File: src/rtl/uart_reg_arb.sv
`timescale 1ns/1ps
// Round-robin arbiter sharing one UART core register-bus slave among NREQ masters.
// One access at a time; downstream bus is frozen until reg_ack or a programmable timeout.
module uart_reg_arb #(
    parameter int         NREQ     = 2,
    parameter int         TOUT     = 255,
    parameter logic [7:0] ERR_DATA = 8'hFF
) (
    input  logic                mclk,
    input  logic                reset,
    input  logic [NREQ-1:0]     req_cs,
    input  logic [NREQ-1:0]     req_wr,
    input  logic [4*NREQ-1:0]   req_addr,
    input  logic [8*NREQ-1:0]   req_wdata,
    input  logic [NREQ-1:0]     req_be,
    output logic [NREQ-1:0]     req_ack,
    output logic [NREQ-1:0]     req_err,
    output logic [7:0]          req_rdata,
    output logic [NREQ-1:0]     cur_grant,
    output logic                reg_cs,
    output logic                reg_wr,
    output logic [3:0]          reg_addr,
    output logic [7:0]          reg_wdata,
    output logic                reg_be,
    input  logic [7:0]          reg_rdata,
    input  logic                reg_ack
);

    localparam int PW = (NREQ > 1) ? $clog2(NREQ) : 1;
    localparam int CW = $clog2(TOUT + 1);

    typedef enum logic [1:0] {
        IDLE,
        ACCESS,
        DONE
    } state_t;

    state_t          state, state_nxt;
    logic [PW-1:0]   rr_ptr, rr_ptr_nxt;
    logic [PW-1:0]   gnt_idx, gnt_idx_nxt;
    logic [CW-1:0]   tout_cnt, tout_cnt_nxt;

    logic [NREQ-1:0] req_ack_nxt, req_err_nxt, cur_grant_nxt;
    logic [7:0]      req_rdata_nxt;
    logic            reg_cs_nxt, reg_wr_nxt, reg_be_nxt;
    logic [3:0]      reg_addr_nxt;
    logic [7:0]      reg_wdata_nxt;

    logic            win_found;
    logic [PW-1:0]   win_idx, scan_idx;
    logic            sel_wr, sel_be;
    logic [3:0]      sel_addr;
    logic [7:0]      sel_wdata;

    // Scan upward from rr_ptr so the last winner is considered last.
    always_comb begin
        // NOTE: every combinational output gets a default first so no path infers a latch.
        win_found = 1'b0;
        win_idx   = '0;
        scan_idx  = '0;
        for (int k = 0; k < NREQ; k++) begin
            scan_idx = PW'((int'(rr_ptr) + k) % NREQ);
            if (!win_found && req_cs[scan_idx]) begin
                win_found = 1'b1;
                win_idx   = scan_idx;
            end
        end
    end

    always_comb begin
        sel_wr    = 1'b0;
        sel_be    = 1'b0;
        sel_addr  = '0;
        sel_wdata = '0;
        for (int i = 0; i < NREQ; i++) begin
            if (win_idx == PW'(i)) begin
                sel_wr    = req_wr[i];
                sel_be    = req_be[i];
                sel_addr  = req_addr[4*i +: 4];
                sel_wdata = req_wdata[8*i +: 8];
            end
        end
    end

    always_comb begin
        state_nxt     = state;
        rr_ptr_nxt    = rr_ptr;
        gnt_idx_nxt   = gnt_idx;
        tout_cnt_nxt  = tout_cnt;
        cur_grant_nxt = cur_grant;
        req_ack_nxt   = '0;
        req_err_nxt   = '0;
        req_rdata_nxt = req_rdata;
        reg_cs_nxt    = reg_cs;
        reg_wr_nxt    = reg_wr;
        reg_be_nxt    = reg_be;
        reg_addr_nxt  = reg_addr;
        reg_wdata_nxt = reg_wdata;

        case (state)
            IDLE: begin
                if (win_found) begin
                    state_nxt     = ACCESS;
                    gnt_idx_nxt   = win_idx;
                    cur_grant_nxt = NREQ'(1) << win_idx;
                    reg_cs_nxt    = 1'b1;
                    reg_wr_nxt    = sel_wr;
                    reg_be_nxt    = sel_be;
                    reg_addr_nxt  = sel_addr;
                    reg_wdata_nxt = sel_wdata;
                    tout_cnt_nxt  = '0;
                end
            end
            ACCESS: begin
                tout_cnt_nxt = tout_cnt + CW'(1);
                // A slave ack in the final timeout cycle still counts as success.
                if (reg_ack) begin
                    state_nxt     = DONE;
                    reg_cs_nxt    = 1'b0;
                    req_ack_nxt   = cur_grant;
                    req_rdata_nxt = reg_rdata;
                end else if (tout_cnt == CW'(TOUT - 1)) begin
                    state_nxt     = DONE;
                    reg_cs_nxt    = 1'b0;
                    req_ack_nxt   = cur_grant;
                    req_err_nxt   = cur_grant;
                    req_rdata_nxt = ERR_DATA;
                end
            end
            DONE: begin
                state_nxt     = IDLE;
                cur_grant_nxt = '0;
                rr_ptr_nxt    = PW'((int'(gnt_idx) + 1) % NREQ);
            end
            default: state_nxt = IDLE;
        endcase
    end

    always_ff @(posedge mclk) begin
        // NOTE: state registers use non-blocking assignments so all flops update together.
        if (reset) begin
            state     <= IDLE;
            rr_ptr    <= '0;
            gnt_idx   <= '0;
            tout_cnt  <= '0;
            cur_grant <= '0;
            req_ack   <= '0;
            req_err   <= '0;
            req_rdata <= '0;
            reg_cs    <= 1'b0;
            reg_wr    <= 1'b0;
            reg_be    <= 1'b0;
            reg_addr  <= '0;
            reg_wdata <= '0;
        end else begin
            state     <= state_nxt;
            rr_ptr    <= rr_ptr_nxt;
            gnt_idx   <= gnt_idx_nxt;
            tout_cnt  <= tout_cnt_nxt;
            cur_grant <= cur_grant_nxt;
            req_ack   <= req_ack_nxt;
            req_err   <= req_err_nxt;
            req_rdata <= req_rdata_nxt;
            reg_cs    <= reg_cs_nxt;
            reg_wr    <= reg_wr_nxt;
            reg_be    <= reg_be_nxt;
            reg_addr  <= reg_addr_nxt;
            reg_wdata <= reg_wdata_nxt;
        end
    end

endmodule

File: config.mk
export PLATFORM = sky130hd
export DESIGN_NAME = uart_reg_arb
export DESIGN_NICKNAME = d
export VERILOG_FILES = /design/src/rtl/uart_reg_arb.sv
export SDC_FILE = /design/constraint.sdc
export NUM_CORES = 1
export LEC_CHECK = 0
export CORE_MARGIN = 1.5
export CORE_UTILIZATION = 30
export DETAILED_ROUTE_END_ITERATION = 12
export HOLD_SLACK_MARGIN = 0.08
export SLEW_MARGIN = 20
export SYNTH_ARGS = -nofsm -noshare
export SYNTH_HDL_FRONTEND = slang
export SYNTH_SLANG_ARGS = --single-unit
File: constraint.sdc
create_clock -name mclk -period 1.6 [get_ports mclk]
set_input_delay 0.4 -clock mclk [delete_from_list [all_inputs] [get_ports mclk]]
set_output_delay 0.4 -clock mclk [all_outputs]
set_load 0.02 [all_outputs]
* After elaboration in Yosys (flattened, before gate mapping)
Cells that the tools add are included.
Storage, ports and cells: bits in registers 41, bits of input ports 41, word-level logic and storage cells 67, output and inout bits 29
Operators by class: bitwise gates (word level) 1, reduce and logical (&&, ||, !) cells 14, equality and inequality tests 5, muxes and demuxes 28, shifts and indexed selects 1, add/subtract/negate cells 3, $lt $le $gt $ge 2
Operator list (count):
- 8-bit two-way mux | 4
- 8-bit one-hot mux with 2 select lines | 1
- 1-bit two-way mux | 13
- 2-bit two-way mux | 6
- 2-bit AND reduction | 5
- 8-bit by 1-bit adder with 8-bit output (second input constant) | 1
- 8-bit equality test (second input constant) | 1
- 2-bit one-hot mux with 2 select lines | 2
- 2-bit nonzero test | 3
- 1-bit by 2-bit less-than comparator with 1-bit output (second input constant) | 2
- 4-bit two-way mux | 1
- 3-bit != test (second input constant) | 1
- 3-bit AND reduction | 1
- 3-bit OR reduction | 1
- 1-bit adder (second input constant) | 2
- 2-bit by 1-bit equality test with 1-bit output (second input constant) | 1
- 2-bit equality test (second input constant) | 1
- 2-bit logical NOT | 1
- 2-bit != test (second input constant) | 1
- 1-bit one-hot mux with 2 select lines | 1
- 2-bit OR reduction | 1
- 1-bit by 1-bit << shifter with 2-bit output (first input constant) | 1
- 1-bit logical AND | 1
- 1-bit logical NOT | 1
- 1-bit NOT | 1

* Depth between registers and ports, before layout
depth in word-level cells 9, depth in mapped cells 5

* Least setup slack after synthesis
No wires, ideal clock.
path kind input port to flip-flop, start point input req_cs[0], end point register reg_wdata[3], path slack 293 ps, library setup time 146 ps, required time 1454 ps, path buffers 1, arrival 1161 ps, stages on the path 5, cells stage by stage inv_2 > o21ai_4 > buf_12 > mux2i_1 > a211oi_2
On the way: word-level cells in the longest chain between the ends 7
RTL lines:
- start, declared | RTL line 11 | input logic [NREQ-1:0] req_cs,
- 1-bit two-way mux (not written as such) (2 in series) | RTL line 63 | if (!win_found && req_cs[scan_idx]) begin
- 1-bit two-way mux | RTL line 63
- 1-bit logical NOT | RTL line 63
- 1-bit logical AND | RTL line 63
- 1-bit two-way mux | RTL line 63
- 8-bit two-way mux or 2-bit AND reduction (tied branches)
- end signal, assigned | RTL line 168 | reg_wdata <= reg_wdata_nxt;
- end, declared | RTL line 23 | output logic [7:0] reg_wdata,
Parallel ways exist; a longest one is shown, timed or not. The select of a mux whose other input is x is not followed. A chain may end at the register's enable or synchronous reset.

* Worst setup path after layout
start point input req_cs[0], end point register tout_cnt[4]
On the way: word-level cells in the longest chain between the ends 8
RTL lines:
- 1-bit two-way mux (not written as such) (2 in series) | RTL line 63
- 1-bit two-way mux | RTL line 63
- 1-bit logical NOT | RTL line 63
- 1-bit logical AND | RTL line 63
- 1-bit two-way mux (*) | RTL line 63
- 2-bit != test (no line) (*)
- 2-bit AND reduction (no line) (*)
- end signal, assigned | RTL line 159 | tout_cnt <= tout_cnt_nxt;
- end, declared | RTL line 41 | logic [CW-1:0] tout_cnt, tout_cnt_nxt;
Every way passes the cells marked *; elsewhere a longest branch is shown, timed or not. The select of a mux whose other input is x is not followed.

==> results.md <==
- Net Sw Frac: 26.3%
- PnR worst setup slack: 0.145 ns
- CP startpoint: req_cs[0]
- Ratio of cells with drive above 1 in the final layout: 16.5%
- Leading area contributor after synthesis: dfxtp_1
- Maximum root-to-sink buffer count: 2
- Hold Slack: 0.456 ns
- Hold Crit Class: primary input to flip-flop
- Skew-Pair Late Insertion Delay: 0.29 ns
- Register area share after synthesis: 43.3%
- TritonCTS buffer count: 5
- Syn-to-layout area delta: 48.6%
- Clk_skew: 0.00487 ns
- Total gr overflow: 0
- Drt first pass iters: 4
- Die ar.: 6800 µm²
- Largest net degree at the start of global routing: 19
- Die height: 82.5 µm
- Post-synth EDFFs: 0
- Synth unique cells: 42
- YS warnings: 0
- Async set or reset register ratio after synthesis: 0%
- Placeable core area: 6030 µm²
- Delay-heaviest family, CP: simple AND/OR/NAND/NOR gates
- Final wirelength: 4440 µm
- ANT nets after route: 0
- Syn Nets: 241
- Hold path startpoint: reset
- I/O pin count: 70
- Cell with the largest stage delay on the worst path: clkdlybuf4s50_1
- # setup viols final: 0
- Startpoint Class: primary input
- Vias in the first global route: 1533
- Lkg Pwr: 0.00121 µW
- Clock transition at path regs: 0.08 ns
- Vias per cell: 4.86
- Post-route clock period utilization: 90.9%
- Fin Setup TNS: 0 ns
- Critical path cell sequence: clkdlybuf4s50_1 > nor2_1 > or2_4 > a21oi_1 > a211oi_1
- Pint: 2020 µW
- CTS tree: yes
- Synthesized cell area: 1900 µm²
- Status: completed
- Endpoints failing hold: 0
- Power, Total: 2740 µW
- Initial antenna violation count: 0
- Fin crit period: 1.46 ns
- Initial Utilization: 31.5%
- CP arrival: 1.67 ns
- DIE WIDTH: 82.5 µm
- # nets final: 314
- Slew margin rel.: 77.0%
- Slew @ Worst Pin: 0.345 ns
- Pre-CTS WS: -0.304 ns
- CP endpoint kind: flip-flop
- Crit-path max FO: 8
- IO buf count: 69
- R2R setup slack: 0.15 ns
- Pwr Density: 972 nW/µm²
- Worst r2r src: state[0]$_SDFFE_PP0P_
- CTS Hold Buffers Added: 0
- Wire per inst: 12.8 µm
- Post-layout util: 46.7%
- Fmax: 687 MHz
- Seq pwr share: 41.5%
- Cell count after synthesis: 198
- Clock Power Share: 35.8%
- Max-cap violations: 0
- Routed via count: 1685
- H-tree depth: 2
- First-pass GRT wire length: 7270 µm
- Leading post-synthesis cells by cell area: dfxtp_1 (43%), a211oi_2 (9.2%), mux2i_1 (7.9%)
- Comb power frac: 22.8%
- #FFs+latches synth: 41
- GRT Total Usage: 14.1%
- Cell row count: 28
- Root Driver: clkbuf_8
- Mean post-synth cell area: 9.57 µm²
- Critical Path RT: 1.81 ns
- Initial DRC count: 101
- # fillers: 604
- Peak supply drop: 0.334 mV
- Worst path bufs/invs: 1
- Kind of critical path: primary input to flip-flop
- Synth top area share: 43.3%
- Sinks on the clock net: 41
- Final HPWL DP: 3290 µm
- Setup Buffers After CTS: 0
- DRC: 0
- RSZ-0062 raised after global routing: no
- Main synth FF type: dfxtp_1
- Max incr delay on CP: 0.43 ns
- Pins Over Slew Limit: 0
- N_diodes: 0
- Psw: 719 µW
- # resized after CTS: 29
- Routability cong.: 0.756
final timing paths:
kind / to / depth (start not counted)
min reg2reg: tout_cnt[5]$_SDFFE_PP0P_ / 2
min: gnt_idx$_SDFFE_PP0P_ / 2
max: tout_cnt[4]$_SDFFE_PP0P_ / 5
max reg2reg: tout_cnt[5]$_SDFFE_PP0P_ / 4
flip-flops by register name, summed over array words and instances, names as in the netlist:
| signal | count |
|---|---|
| tout_cnt | 8 |
| state | 2 |
| gnt_idx | 1 |
| reg_addr | 4 |
| reg_cs | 1 |
| rr_ptr | 1 |
| reg_be | 1 |
| reg_wdata | 8 |
| reg_wr | 1 |
| req_rdata | 8 |
| req_err | 2 |
| req_ack | 2 |
| cur_grant | 2 |
cell type report:
cell class / instances / area (µm²) / share of cell area, %
multi-input cells: 140 / 978 / 34.7
inverters: 4 / 15.0 / 0.533
clock inverters: 3 / 65.1 / 2.31
clock buffers: 5 / 68.8 / 2.44
well taps: 75 / 93.8 / 3.33
flip-flops and latches: 41 / 821 / 29.1
repair buffers: 79 / 774 / 27.5
cells in the mapped netlist (all sizes together) (3+ instances only):
cell type / number
inv: 4
clkbuf: 4
and2: 3
nor2: 35
dfxtp: 41
nand2: 3
mux2i: 15
nand3: 4
nand3b: 8
or2: 3
nor3: 13
buf: 9
a211oi: 15
a21oi: 8
o21ai: 11
per-stage QoR:
stage | std cells | area, µm²
after global placement | 339 | 2720
after floorplan | 198 | 1900
final | 347 | 2820
after global routing | 347 | 2820
after detailed placement | 339 | 2720
after CTS | 347 | 2810
kinds of logic (layout without fill, tap and decap cells):
| family | count (synthesis) | in the layout | share of synthesized area (%) |
|---|---|---|---|
| muxes | 15 | 15 | 7.92 |
| adders and majority gates | 2 | 2 | 1.32 |
| DFF | 41 | 41 | 43.3 |
| and+or+nand+nor | 77 | 77 | 21.4 |
| buffers and inverters | 17 | 91 | 5.21 |
| AOI/OAI and AO/OA | 46 | 46 | 20.9 |
power by group through the flow:
stage | Clock, µW | Combinational (µW) | Sequential, µW
final | 980 | 624 | 1140
after global routing | 1040 | 675 | 1150
after CTS | 1010 | 630 | 1140
after detailed placement | 0 | 669 | 1160
after global placement | 0 | 665 | 1160
after floorplan | 0 | 293 | 1230
layout by cell type, fill, tap and decap left out, types with 2 or more instances in the layout:
cell             count
nand2_1              3
buf_4                6
mux2i_1             15
a31oi_1              2
or2_4                2
clkbuf_8             5
and3_1               2
nor3_1              11
nand3_1              3
nor3_2               2
buf_12               4
dlygate4sd2_1       29
o21ai_0             10
dfxtp_1             41
a41oi_1              2
a211oi_2            14
inv_1                3
nand2b_1             2
clkdlybuf4s50_1     39
ha_1                 2
nand3b_1             8
a21oi_1              8
a2bb2oi_1            2
bufinv_16            2
and2_1               3
nor2_1              34
routing by layer:
metal	track usage [%]	up-vias	wire length [µm]
met5	0	-	0
met2	22.2	44	2090
met3	4.07	4	228
met4	5.00	0	52
li1	-	856	-
met1	18.3	781	2070
No activity file was read; power rests on OpenSTA's default activity.
